`src/rtl/writeback_unit_pkg.sv`:
```
// Shared constants and types for the register-file writeback path.
package writeback_unit_pkg;

    localparam int unsigned WB_ADDR_W = 5;
    localparam int unsigned WB_DATA_W = 32;

    typedef enum logic {
        GRANT_ALU = 1'b0,
        GRANT_LD  = 1'b1
    } grant_e;

    typedef struct packed {
        logic [WB_ADDR_W-1:0] rd;
        logic [WB_DATA_W-1:0] data;
    } wb_entry_t;

endpackage

```
`src/rtl/wb_fifo.sv`:
```
// Result FIFO with wrap-bit pointers and a youngest-match bypass search.
module wb_fifo
    import writeback_unit_pkg::*;
#(
    parameter int unsigned DEPTH = 4
) (
    input  logic                         clk,
    input  logic                         rst_n,
    input  logic                         i_push,
    input  wb_entry_t                    i_entry,
    input  logic                         i_pop,
    output wb_entry_t                    o_head,
    output logic                         o_empty,
    output logic                         o_full,
    output logic [$clog2(DEPTH+1)-1:0]   o_count,
    input  logic [WB_ADDR_W-1:0]         i_byp_reg1,
    input  logic [WB_ADDR_W-1:0]         i_byp_reg2,
    output logic                         o_byp_hit1,
    output logic                         o_byp_hit2,
    output logic [WB_DATA_W-1:0]         o_byp_data1,
    output logic [WB_DATA_W-1:0]         o_byp_data2
);

    localparam int unsigned IdxW = $clog2(DEPTH);
    localparam int unsigned PtrW = IdxW + 1;

    logic [PtrW-1:0] r_wr_ptr;
    logic [PtrW-1:0] r_rd_ptr;
    logic [PtrW-1:0] w_count;
    wb_entry_t       r_mem [DEPTH];

    assign w_count = r_wr_ptr - r_rd_ptr;
    assign o_count = w_count;
    assign o_empty = (w_count == '0);
    assign o_full  = (w_count == PtrW'(DEPTH));
    assign o_head  = o_empty ? '0 : r_mem[r_rd_ptr[IdxW-1:0]];

    always_ff @(posedge clk or negedge rst_n) begin
        if (!rst_n) begin
            r_wr_ptr <= '0;
            r_rd_ptr <= '0;
        end else begin
            if (i_push) r_wr_ptr <= r_wr_ptr + 1'b1;
            if (i_pop)  r_rd_ptr <= r_rd_ptr + 1'b1;
        end
    end

    always_ff @(posedge clk) begin
        if (i_push) r_mem[r_wr_ptr[IdxW-1:0]] <= i_entry;
    end

    // Walk oldest to youngest so the last match wins.
    always_comb begin
        logic [IdxW-1:0] w_idx;
        w_idx       = '0;
        o_byp_hit1  = 1'b0;
        o_byp_hit2  = 1'b0;
        o_byp_data1 = '0;
        o_byp_data2 = '0;
        for (int unsigned i = 0; i < DEPTH; i++) begin
            w_idx = r_rd_ptr[IdxW-1:0] + IdxW'(i);
            if (PtrW'(i) < w_count) begin
                if (i_byp_reg1 != '0 && r_mem[w_idx].rd == i_byp_reg1) begin
                    o_byp_hit1  = 1'b1;
                    o_byp_data1 = r_mem[w_idx].data;
                end
                if (i_byp_reg2 != '0 && r_mem[w_idx].rd == i_byp_reg2) begin
                    o_byp_hit2  = 1'b1;
                    o_byp_data2 = r_mem[w_idx].data;
                end
            end
        end
    end

endmodule

```
`src/rtl/writeback_unit.sv`:
```
// ALU/load result arbiter feeding the register-file write port through wb_fifo.
module writeback_unit
    import writeback_unit_pkg::*;
#(
    parameter int unsigned DEPTH  = 4,
    parameter int unsigned DATA_W = WB_DATA_W,
    parameter int unsigned ADDR_W = WB_ADDR_W
) (
    input  logic                       clk,
    input  logic                       rst_n,
    input  logic                       alu_valid,
    output logic                       alu_ready,
    input  logic [ADDR_W-1:0]          alu_reg,
    input  logic [DATA_W-1:0]          alu_data,
    input  logic                       ld_valid,
    output logic                       ld_ready,
    input  logic [ADDR_W-1:0]          ld_reg,
    input  logic [DATA_W-1:0]          ld_data,
    input  logic                       rf_busy,
    output logic                       regWrite,
    output logic [ADDR_W-1:0]          writeReg,
    output logic [DATA_W-1:0]          writeData,
    input  logic [ADDR_W-1:0]          byp_reg1,
    input  logic [ADDR_W-1:0]          byp_reg2,
    output logic                       byp_hit1,
    output logic                       byp_hit2,
    output logic [DATA_W-1:0]          byp_data1,
    output logic [DATA_W-1:0]          byp_data2,
    output logic [$clog2(DEPTH+1)-1:0] pending
);

    grant_e    r_last_grant;
    logic      w_full;
    logic      w_empty;
    logic      w_alu_fire;
    logic      w_ld_fire;
    logic      w_push;
    wb_entry_t w_entry;
    wb_entry_t w_head;

    // Full blocks both sources even when the head pops this cycle.
    assign alu_ready  = !w_full && (!ld_valid || r_last_grant == GRANT_LD);
    assign ld_ready   = !w_full && (!alu_valid || r_last_grant == GRANT_ALU);
    assign w_alu_fire = alu_valid && alu_ready;
    assign w_ld_fire  = ld_valid && ld_ready;

    // r0 results finish the handshake but never reach the FIFO.
    assign w_push  = (w_alu_fire && alu_reg != '0) || (w_ld_fire && ld_reg != '0);
    assign w_entry = w_ld_fire ? '{rd: ld_reg, data: ld_data} : '{rd: alu_reg, data: alu_data};

    assign regWrite  = !w_empty && !rf_busy;
    assign writeReg  = w_head.rd;
    assign writeData = w_head.data;

    always_ff @(posedge clk or negedge rst_n) begin
        if (!rst_n) begin
            r_last_grant <= GRANT_ALU;
        end else if (w_ld_fire) begin
            r_last_grant <= GRANT_LD;
        end else if (w_alu_fire) begin
            r_last_grant <= GRANT_ALU;
        end
    end

    wb_fifo #(
        .DEPTH (DEPTH)
    ) u_fifo (
        .clk         (clk),
        .rst_n       (rst_n),
        .i_push      (w_push),
        .i_entry     (w_entry),
        .i_pop       (regWrite),
        .o_head      (w_head),
        .o_empty     (w_empty),
        .o_full      (w_full),
        .o_count     (pending),
        .i_byp_reg1  (byp_reg1),
        .i_byp_reg2  (byp_reg2),
        .o_byp_hit1  (byp_hit1),
        .o_byp_hit2  (byp_hit2),
        .o_byp_data1 (byp_data1),
        .o_byp_data2 (byp_data2)
    );

endmodule

```
`config.mk`:
```
export PLATFORM = sky130hd
export DESIGN_NAME = writeback_unit
export DESIGN_NICKNAME = d
export VERILOG_FILES = /design/src/rtl/writeback_unit_pkg.sv /design/src/rtl/wb_fifo.sv /design/src/rtl/writeback_unit.sv
export SDC_FILE = /design/constraint.sdc
export NUM_CORES = 1
export LEC_CHECK = 0
export ABC_CLOCK_PERIOD_IN_PS = 5700
export BUFFER_PORTS_ARGS = -buffer_cell sky130_fd_sc_hd__buf_2
export CORE_UTILIZATION = 43
export CTS_BUF_LIST = sky130_fd_sc_hd__clkbuf_8
export DETAILED_ROUTE_END_ITERATION = 12
export GPL_TIMING_DRIVEN = 0
export PLACE_DENSITY_LB_ADDON = 0.15
export SLEW_MARGIN = 0
export SYNTH_ARGS = -nofsm -noshare
export SYNTH_HDL_FRONTEND = slang
export SYNTH_SLANG_ARGS = --single-unit
```
`constraint.sdc`:
```
create_clock -name clk -period 5.7 [get_ports clk]
set_input_delay 0.285 -clock clk [delete_from_list [all_inputs] [get_ports clk]]
set_output_delay 0.285 -clock clk [all_outputs]
set_load 0.005 [all_outputs]
```
==> results of run 1 <==
## sequential cells by signal (all words and copies together), names as in the netlist
name / cells
u_fifo.r_rd_ptr: 3
u_fifo.r_mem: 148
r_last_grant: 1
u_fifo.r_wr_ptr: 3
## repair_timing
action	4_1_cts	5_1_grt
endpoints found under the hold margin	7	0
hold buffers	1	0
gates resized for setup	0	0
## worst max-delay path by stage
stage / startpoint / end / slack [ns] / cells after the start
floorplan: u_fifo.r_wr_ptr[0]$_DFFE_PN0N_ / u_fifo.r_mem[3][0]$_DFFE_PP_ / 2.45 / 8
global placement: u_fifo.r_wr_ptr[0]$_DFFE_PN0N_ / u_fifo.r_mem[3][15]$_DFFE_PP_ / 1.25 / 8
detailed placement: u_fifo.r_rd_ptr[1]$_DFFE_PN0P_ / byp_data1[12] / 1.45 / 11
CTS: u_fifo.r_wr_ptr[0]$_DFFE_PN0N_ / byp_data2[15] / 0.93 / 14
global route: u_fifo.r_rd_ptr[1]$_DFFE_PN0P_ / byp_data1[12] / 0.56 / 11
finish: u_fifo.r_rd_ptr[1]$_DFFE_PN0P_ / byp_data1[8] / 0.80 / 11
## routing by layer
metal / vias to the layer above / part of all wire (%) / GRT usage [%]
li1: 4817 / - / -
met1: 5376 / 42 / 37.76
met2: 523 / 48 / 45.73
met3: 62 / 7.1 / 4.522
met4: 0 / 2.1 / 8.949
met5: - / 0 / 0
## per-stage QoR
| step | hold WS, ns | cell area, µm² | setup slack (ns) | utilization (%) | cells |
|---|---|---|---|---|---|
| finish | 0.03791 | 14930 | 0.8029 | 50.25 | 1769 |
| global route | 0.03445 | 14930 | 0.5612 | 50.25 | 1769 |
| CTS | 0.01949 | 14930 | 0.9269 | 50.25 | 1769 |
| detailed placement | 0.1327 | 14530 | 1.449 | 48.90 | 1737 |
| global placement | 0.1318 | 14450 | 1.251 | 48.61 | 1733 |
| floorplan | -0.01059 | 13020 | 2.451 | - | 1155 |
## logic make-up (layout without fill, tap and decap cells)
logic type | Yosys count | count (layout)
adders and majority gates | 7 | 7
buffers and inverters | 151 | 375
xor gates and xnor gates | 42 | 42
muxes | 251 | 251
AOI/OAI and AO/OA | 244 | 244
and+or+nand+nor | 305 | 305
DFF | 155 | 155
## worst max-delay path, cell delays in order, from the launching register on
cell      delay [ns]
dfrtp_1         0.42
ha_1            0.28
buf_2           0.23
clkbuf_1        0.50
mux4_1          0.45
xnor2_1         0.17
nand4_1         0.15
nor3_1          0.88
clkbuf_1        0.60
nand2_1         0.11
o21ai_1         0.18
buf_2           0.17
## area by class of cell
| class | instances | area, µm² | area share, % |
|---|---|---|---|
| buffer | 111 | 555.5 | 3.720 |
| clock buffer | 17 | 234.0 | 1.567 |
| clock inverter | 14 | 156.4 | 1.047 |
| inverter | 40 | 150.1 | 1.006 |
| multi-input combinational | 849 | 7697 | 51.55 |
| sequential | 155 | 4619 | 30.94 |
| tap | 390 | 488.0 | 3.268 |
| timing repair buffer | 193 | 1031 | 6.905 |
## layout by cell type (no fill, tap or decap), drive strengths merged, types with 44 or more instances in the layout
cell type	instances
buf	235
clkbuf	85
edfxtp	148
inv	44
mux2	103
mux2i	64
mux4	84
nand2	137
nor2	70
o21ai	130
or2	65
==> impl_metrics.py, run 1 <==
metrics = {
    "outcome": {
        "status": "finished clean",
    },
    "sta": {
        "drv_slew": 0,
        "clock.fmax_mhz": 204.2,
        "rsz0062_at_grt": "no",
        "finalCritPeriodShare_pct": 85.91,
        "hold_violations": 0,
        "final.setup_skew_ns": 0.01730,
        "worstMarginPinSlew_ns": 1.059,
        "setup_viol": 0,
        "post-route-min-period_ns": 4.897,
        "relSlewSlack_pct": 28.84,
        "setup_tns_ns": 0,
    },
    "hold_path": {
        "min_to": "r_last_grant$_DFFE_PN0P_",
        "hold_depth": 2,
        "hold_path.class": "in -> reg",
        "hold_start": "alu_valid",
    },
    "clocking": {
        "postCtsSetupBuffers": 0,
        "clockRootBuffer": "clkbuf_8",
        "path_clk_slew_ns": 0.09,
        "clk_path_buf_depth": 2,
        "cts_max_level": 4,
        "cts_buffers": 17,
        "cts.sinks": 155,
        "clk_latency_ns": 0.46,
        "cts_tree": "built",
    },
    "global_route": {
        "overflow": 0,
        "first_global_vias": 10580,
        "antenna_found_initial": 0,
        "grt_pass1_wl_um": 64210,
        "grt_max_degree": 28,
        "grt_use_total_pct": 27.91,
    },
    "die": {
        "dieArea_um2": 30970,
        "core.rowCount": 63,
        "die_height_um": 176.0,
        "pin_count": 198,
        "core-area_um2": 29720,
        "initial_core_util_pct": 43.80,
        "die_x_um": 176.0,
    },
    "detailed_routing": {
        "wl_um": 43040,
        "drcViolationCount": 0,
        "drtAntennaViolNets": 0,
        "drtIter0Drc": 1074,
        "vias": 10780,
        "avgRoutedWirePerCell_um": 24.33,
        "via_per_inst": 6.093,
        "first_pass_iters": 7,
    },
    "final_layout": {
        "drive_gt1_share_pct": 41.84,
        "area_growth_syn_to_layout_pct": 14.71,
        "nNetsFinal": 1463,
        "nFillCells": 2698,
        "diodes": 0,
    },
    "setup_path": {
        "cp-end-kind": "primary output",
        "critPathKind": "reg -> out",
        "cp_max_fo": 10,
        "rr_endpoint": "u_fifo.r_mem[1][30]$_DFFE_PP_",
        "arrival_ns": 4.61,
        "rr_worst_depth": 10,
        "regToRegStartpoint": "u_fifo.r_wr_ptr[0]$_DFFE_PN0N_",
        "reg2reg_slack_ns": 1.86,
        "crit_required_ns": 5.41,
        "start_kind": "flop",
    },
    "logic_synthesis": {
        "yosysMostFrequentCell": "edfxtp_1",
        "ys.flop_type": "edfxtp_1",
        "synth.area.top_cells": "edfxtp_1, mux4_2, mux2_2, mux2i_1, nand2_1",
        "syn-instance-count": 1155,
        "yosysTopAreaCell": "edfxtp_1",
        "syn-cell-area_um2": 13020,
        "synth_xor_area_share_pct": 2.884,
        "syn-num-nets": 1251,
        "synth_mux_area_share_pct": 28.62,
        "synthAdderAreaFrac_pct": 0.7305,
        "avgSynthCellArea_um2": 11.27,
        "synth_edf_count": 148,
        "synthTopCellsByCount": "edfxtp_1, nand2_1, mux2_2, o21ai_0, mux4_2",
        "synth-compound-area-share_pct": 15.89,
        "synth_warnings": 0,
        "synth_cell_type_count": 55,
        "synth_seq_area_share_pct": 35.49,
        "ys_ff_latch": 155,
        "synth_top_family_by_area": "multiplexers",
        "synth_top_area_share_pct": 34.14,
        "synthArstFlopShare_pct": 4.516,
        "post_synth_and_or_nand_nor_area_fraction_pct": 10.97,
    },
    "placed_design": {
        "hpwlAfterDp_um": 30680,
        "routabilityCongestion": 0.8771,
        "portBuffers": 188,
    },
    "flow_run": {
        "maxCapViolations": 0,
    },
}
Power of run 1 is left out: the tool's default activity adds up to more than one toggle a clock period on the data nets, which glitch-free logic cannot reach.
==> run 2, diff against run 1 <==
- CORE_ASPECT_RATIO: unset -> 1.1
==> run 2 against run 1 <==
Against the previous run:
- register-to-register slack worse by 0.09 ns
- non-clock buffer count unchanged
- first-iteration DRC count shrank 3.1%
- utilization about the same
- global-route usage fell by 0.14 points
- clock-buffer cell count stayed put
- sequential share of layout area increased by 0.060 points
- via count increased by 0.82%
- setup slack got worse by 0.13 ns
- largest cell class unchanged
- fmax shrank 2.6%
==> impl_metrics.py, run 2 (same netlist as run 1, synthesis figures left out) <==
metrics = {
    "outcome": {
        "status": "finished clean",
    },
    "final_layout": {
        "final_common_cell": "buf_2",
        "final_core_util_pct": 50.27,
        "diodes": 0,
        "layout_common_cells": "buf_2, edfxtp_1, nand2_1, mux2_2, o21ai_0",
        "area_growth_syn_to_layout_pct": 14.48,
        "nFillCells": 2726,
        "largest_reg_flops": 148,
        "design_area_um2": 14900,
        "nNetsFinal": 1463,
        "drive_gt1_share_pct": 41.99,
    },
    "die": {
        "die_height_um": 184.5,
        "pin_count": 198,
        "initial_core_util_pct": 43.91,
        "core.rowCount": 66,
        "dieArea_um2": 30970,
        "die_x_um": 167.9,
        "core-area_um2": 29650,
    },
    "global_route": {
        "grt_use_total_pct": 27.77,
        "grt_pass1_wl_um": 63470,
        "first_global_vias": 10580,
        "antenna_found_initial": 1,
        "grt_max_degree": 25,
        "overflow": 0,
    },
    "detailed_routing": {
        "drtAntennaViolNets": 0,
        "first_pass_iters": 7,
        "drcViolationCount": 0,
        "via_per_inst": 6.199,
        "wl_um": 42920,
        "drtIter0Drc": 1041,
        "vias": 10870,
        "avgRoutedWirePerCell_um": 24.48,
    },
    "sta": {
        "final.setup_skew_ns": 0.007866,
        "rsz0062_at_grt": "no",
        "worstMarginPinSlew_ns": 1.046,
        "drv_slew": 0,
        "relSlewSlack_pct": 30.08,
        "setup_tns_ns": 0,
        "post-route-min-period_ns": 5.028,
        "hold_violations": 0,
        "setup_viol": 0,
        "clock.fmax_mhz": 198.9,
        "finalCritPeriodShare_pct": 88.20,
    },
    "hold_path": {
        "hold_depth": 2,
        "min_to": "r_last_grant$_DFFE_PN0P_",
        "hold_path.class": "in -> reg",
        "hold_start": "alu_valid",
    },
    "setup_path": {
        "reg2reg_slack_ns": 1.77,
        "cp_max_fo": 10,
        "cp-end-kind": "primary output",
        "arrival_ns": 4.74,
        "rr_worst_depth": 10,
        "crit_required_ns": 5.41,
        "critPathKind": "reg -> out",
        "start_kind": "flop",
        "regToRegStartpoint": "u_fifo.r_wr_ptr[0]$_DFFE_PN0N_",
        "rr_endpoint": "u_fifo.r_mem[3][31]$_DFFE_PP_",
    },
    "clocking": {
        "cts.sinks": 155,
        "cts_tree": "built",
        "clk_path_buf_depth": 2,
        "cts_buffers": 17,
        "cts_resized": 0,
        "path_clk_slew_ns": 0.08,
        "cts_max_level": 4,
        "clockRootBuffer": "clkbuf_8",
        "clk_latency_ns": 0.49,
    },
    "placed_design": {
        "place_area_um2": 14510,
        "hpwlAfterDp_um": 30780,
        "routabilityCongestion": 0.8912,
        "portBuffers": 188,
    },
    "flow_run": {
        "maxCapViolations": 0,
    },
}
run 2: cell count changes in the layout (fill, tap and decap cells not counted):
cell        delta
clkinvlp_4     +4
clkinv_2       -2
inv_6          +2
clkinv_4       -1
inv_1          -2
bufinv_16      -1
run 2: cell type report:
cell class	count	area [µm²]	share of cell area (%)
Clock buffer	17	234.0	1.570
Timing Repair Buffer	193	1031	6.918
Inverter	40	150.1	1.007
Tap cell	374	467.9	3.140
Buffer	111	555.5	3.728
Sequential cell	155	4619	31.00
Multi-Input combinational cell	849	7697	51.65
Clock inverter	14	147.6	0.9907
run 2: worst max-delay path by stage:
stage,slack [ns],startpoint,cells past startpoint,endpoint
after floorplan,2.45,u_fifo.r_wr_ptr[0]$_DFFE_PN0N_,8,u_fifo.r_mem[3][0]$_DFFE_PP_
after global placement,1.21,u_fifo.r_wr_ptr[0]$_DFFE_PN0N_,8,u_fifo.r_mem[3][15]$_DFFE_PP_
after detailed placement,1.22,u_fifo.r_wr_ptr[0]$_DFFE_PN0N_,14,byp_data2[9]
after CTS,0.68,u_fifo.r_wr_ptr[0]$_DFFE_PN0N_,14,byp_data2[9]
after global routing,0.47,u_fifo.r_wr_ptr[0]$_DFFE_PN0N_,14,byp_data2[9]
final,0.67,u_fifo.r_wr_ptr[0]$_DFFE_PN0N_,14,byp_data2[9]
run 2: per-layer routing:
metal  up-vias  global-route usage [%]  part of all wire [%]
met5         -                       0                 0.019
met4         2                   10.53                   2.8
met3        92                   5.669                   7.8
met2       553                   45.47                    47
met1      5401                   36.25                    42
li1       4818                       -                     -
run 2: repair_timing:
| action | CTS | global route |
|---|---|---|
| buffers inserted | 0 | 0 |
| endpoints found under the hold margin | 7 | 0 |
| hold buffers | 1 | 0 |
run 2: stage by stage:
stage	hold WS [ns]	setup WS, ns	std cells
final	0.03057	0.6723	1753
after global routing	0.03037	0.4657	1753
after floorplan	-0.01059	2.451	1155
after CTS	0.009696	0.6823	1753
after global placement	0.1239	1.211	1717
after detailed placement	0.1293	1.220	1721
run 2: critical path, stage by stage, from the launching register on:
cell      delay, ns
dfrtp_1        0.39
inv_1          0.11
ha_1           0.21
fa_1           0.38
xnor2_1        0.15
xnor2_1        0.39
inv_2          0.15
nor2_1         0.36
clkbuf_1       0.52
buf_2          0.35
clkbuf_1       0.54
nor2_1         0.13
a221oi_2       0.29
o31ai_2        0.11
buf_2          0.17
Power of run 2 is left out for the same reason.
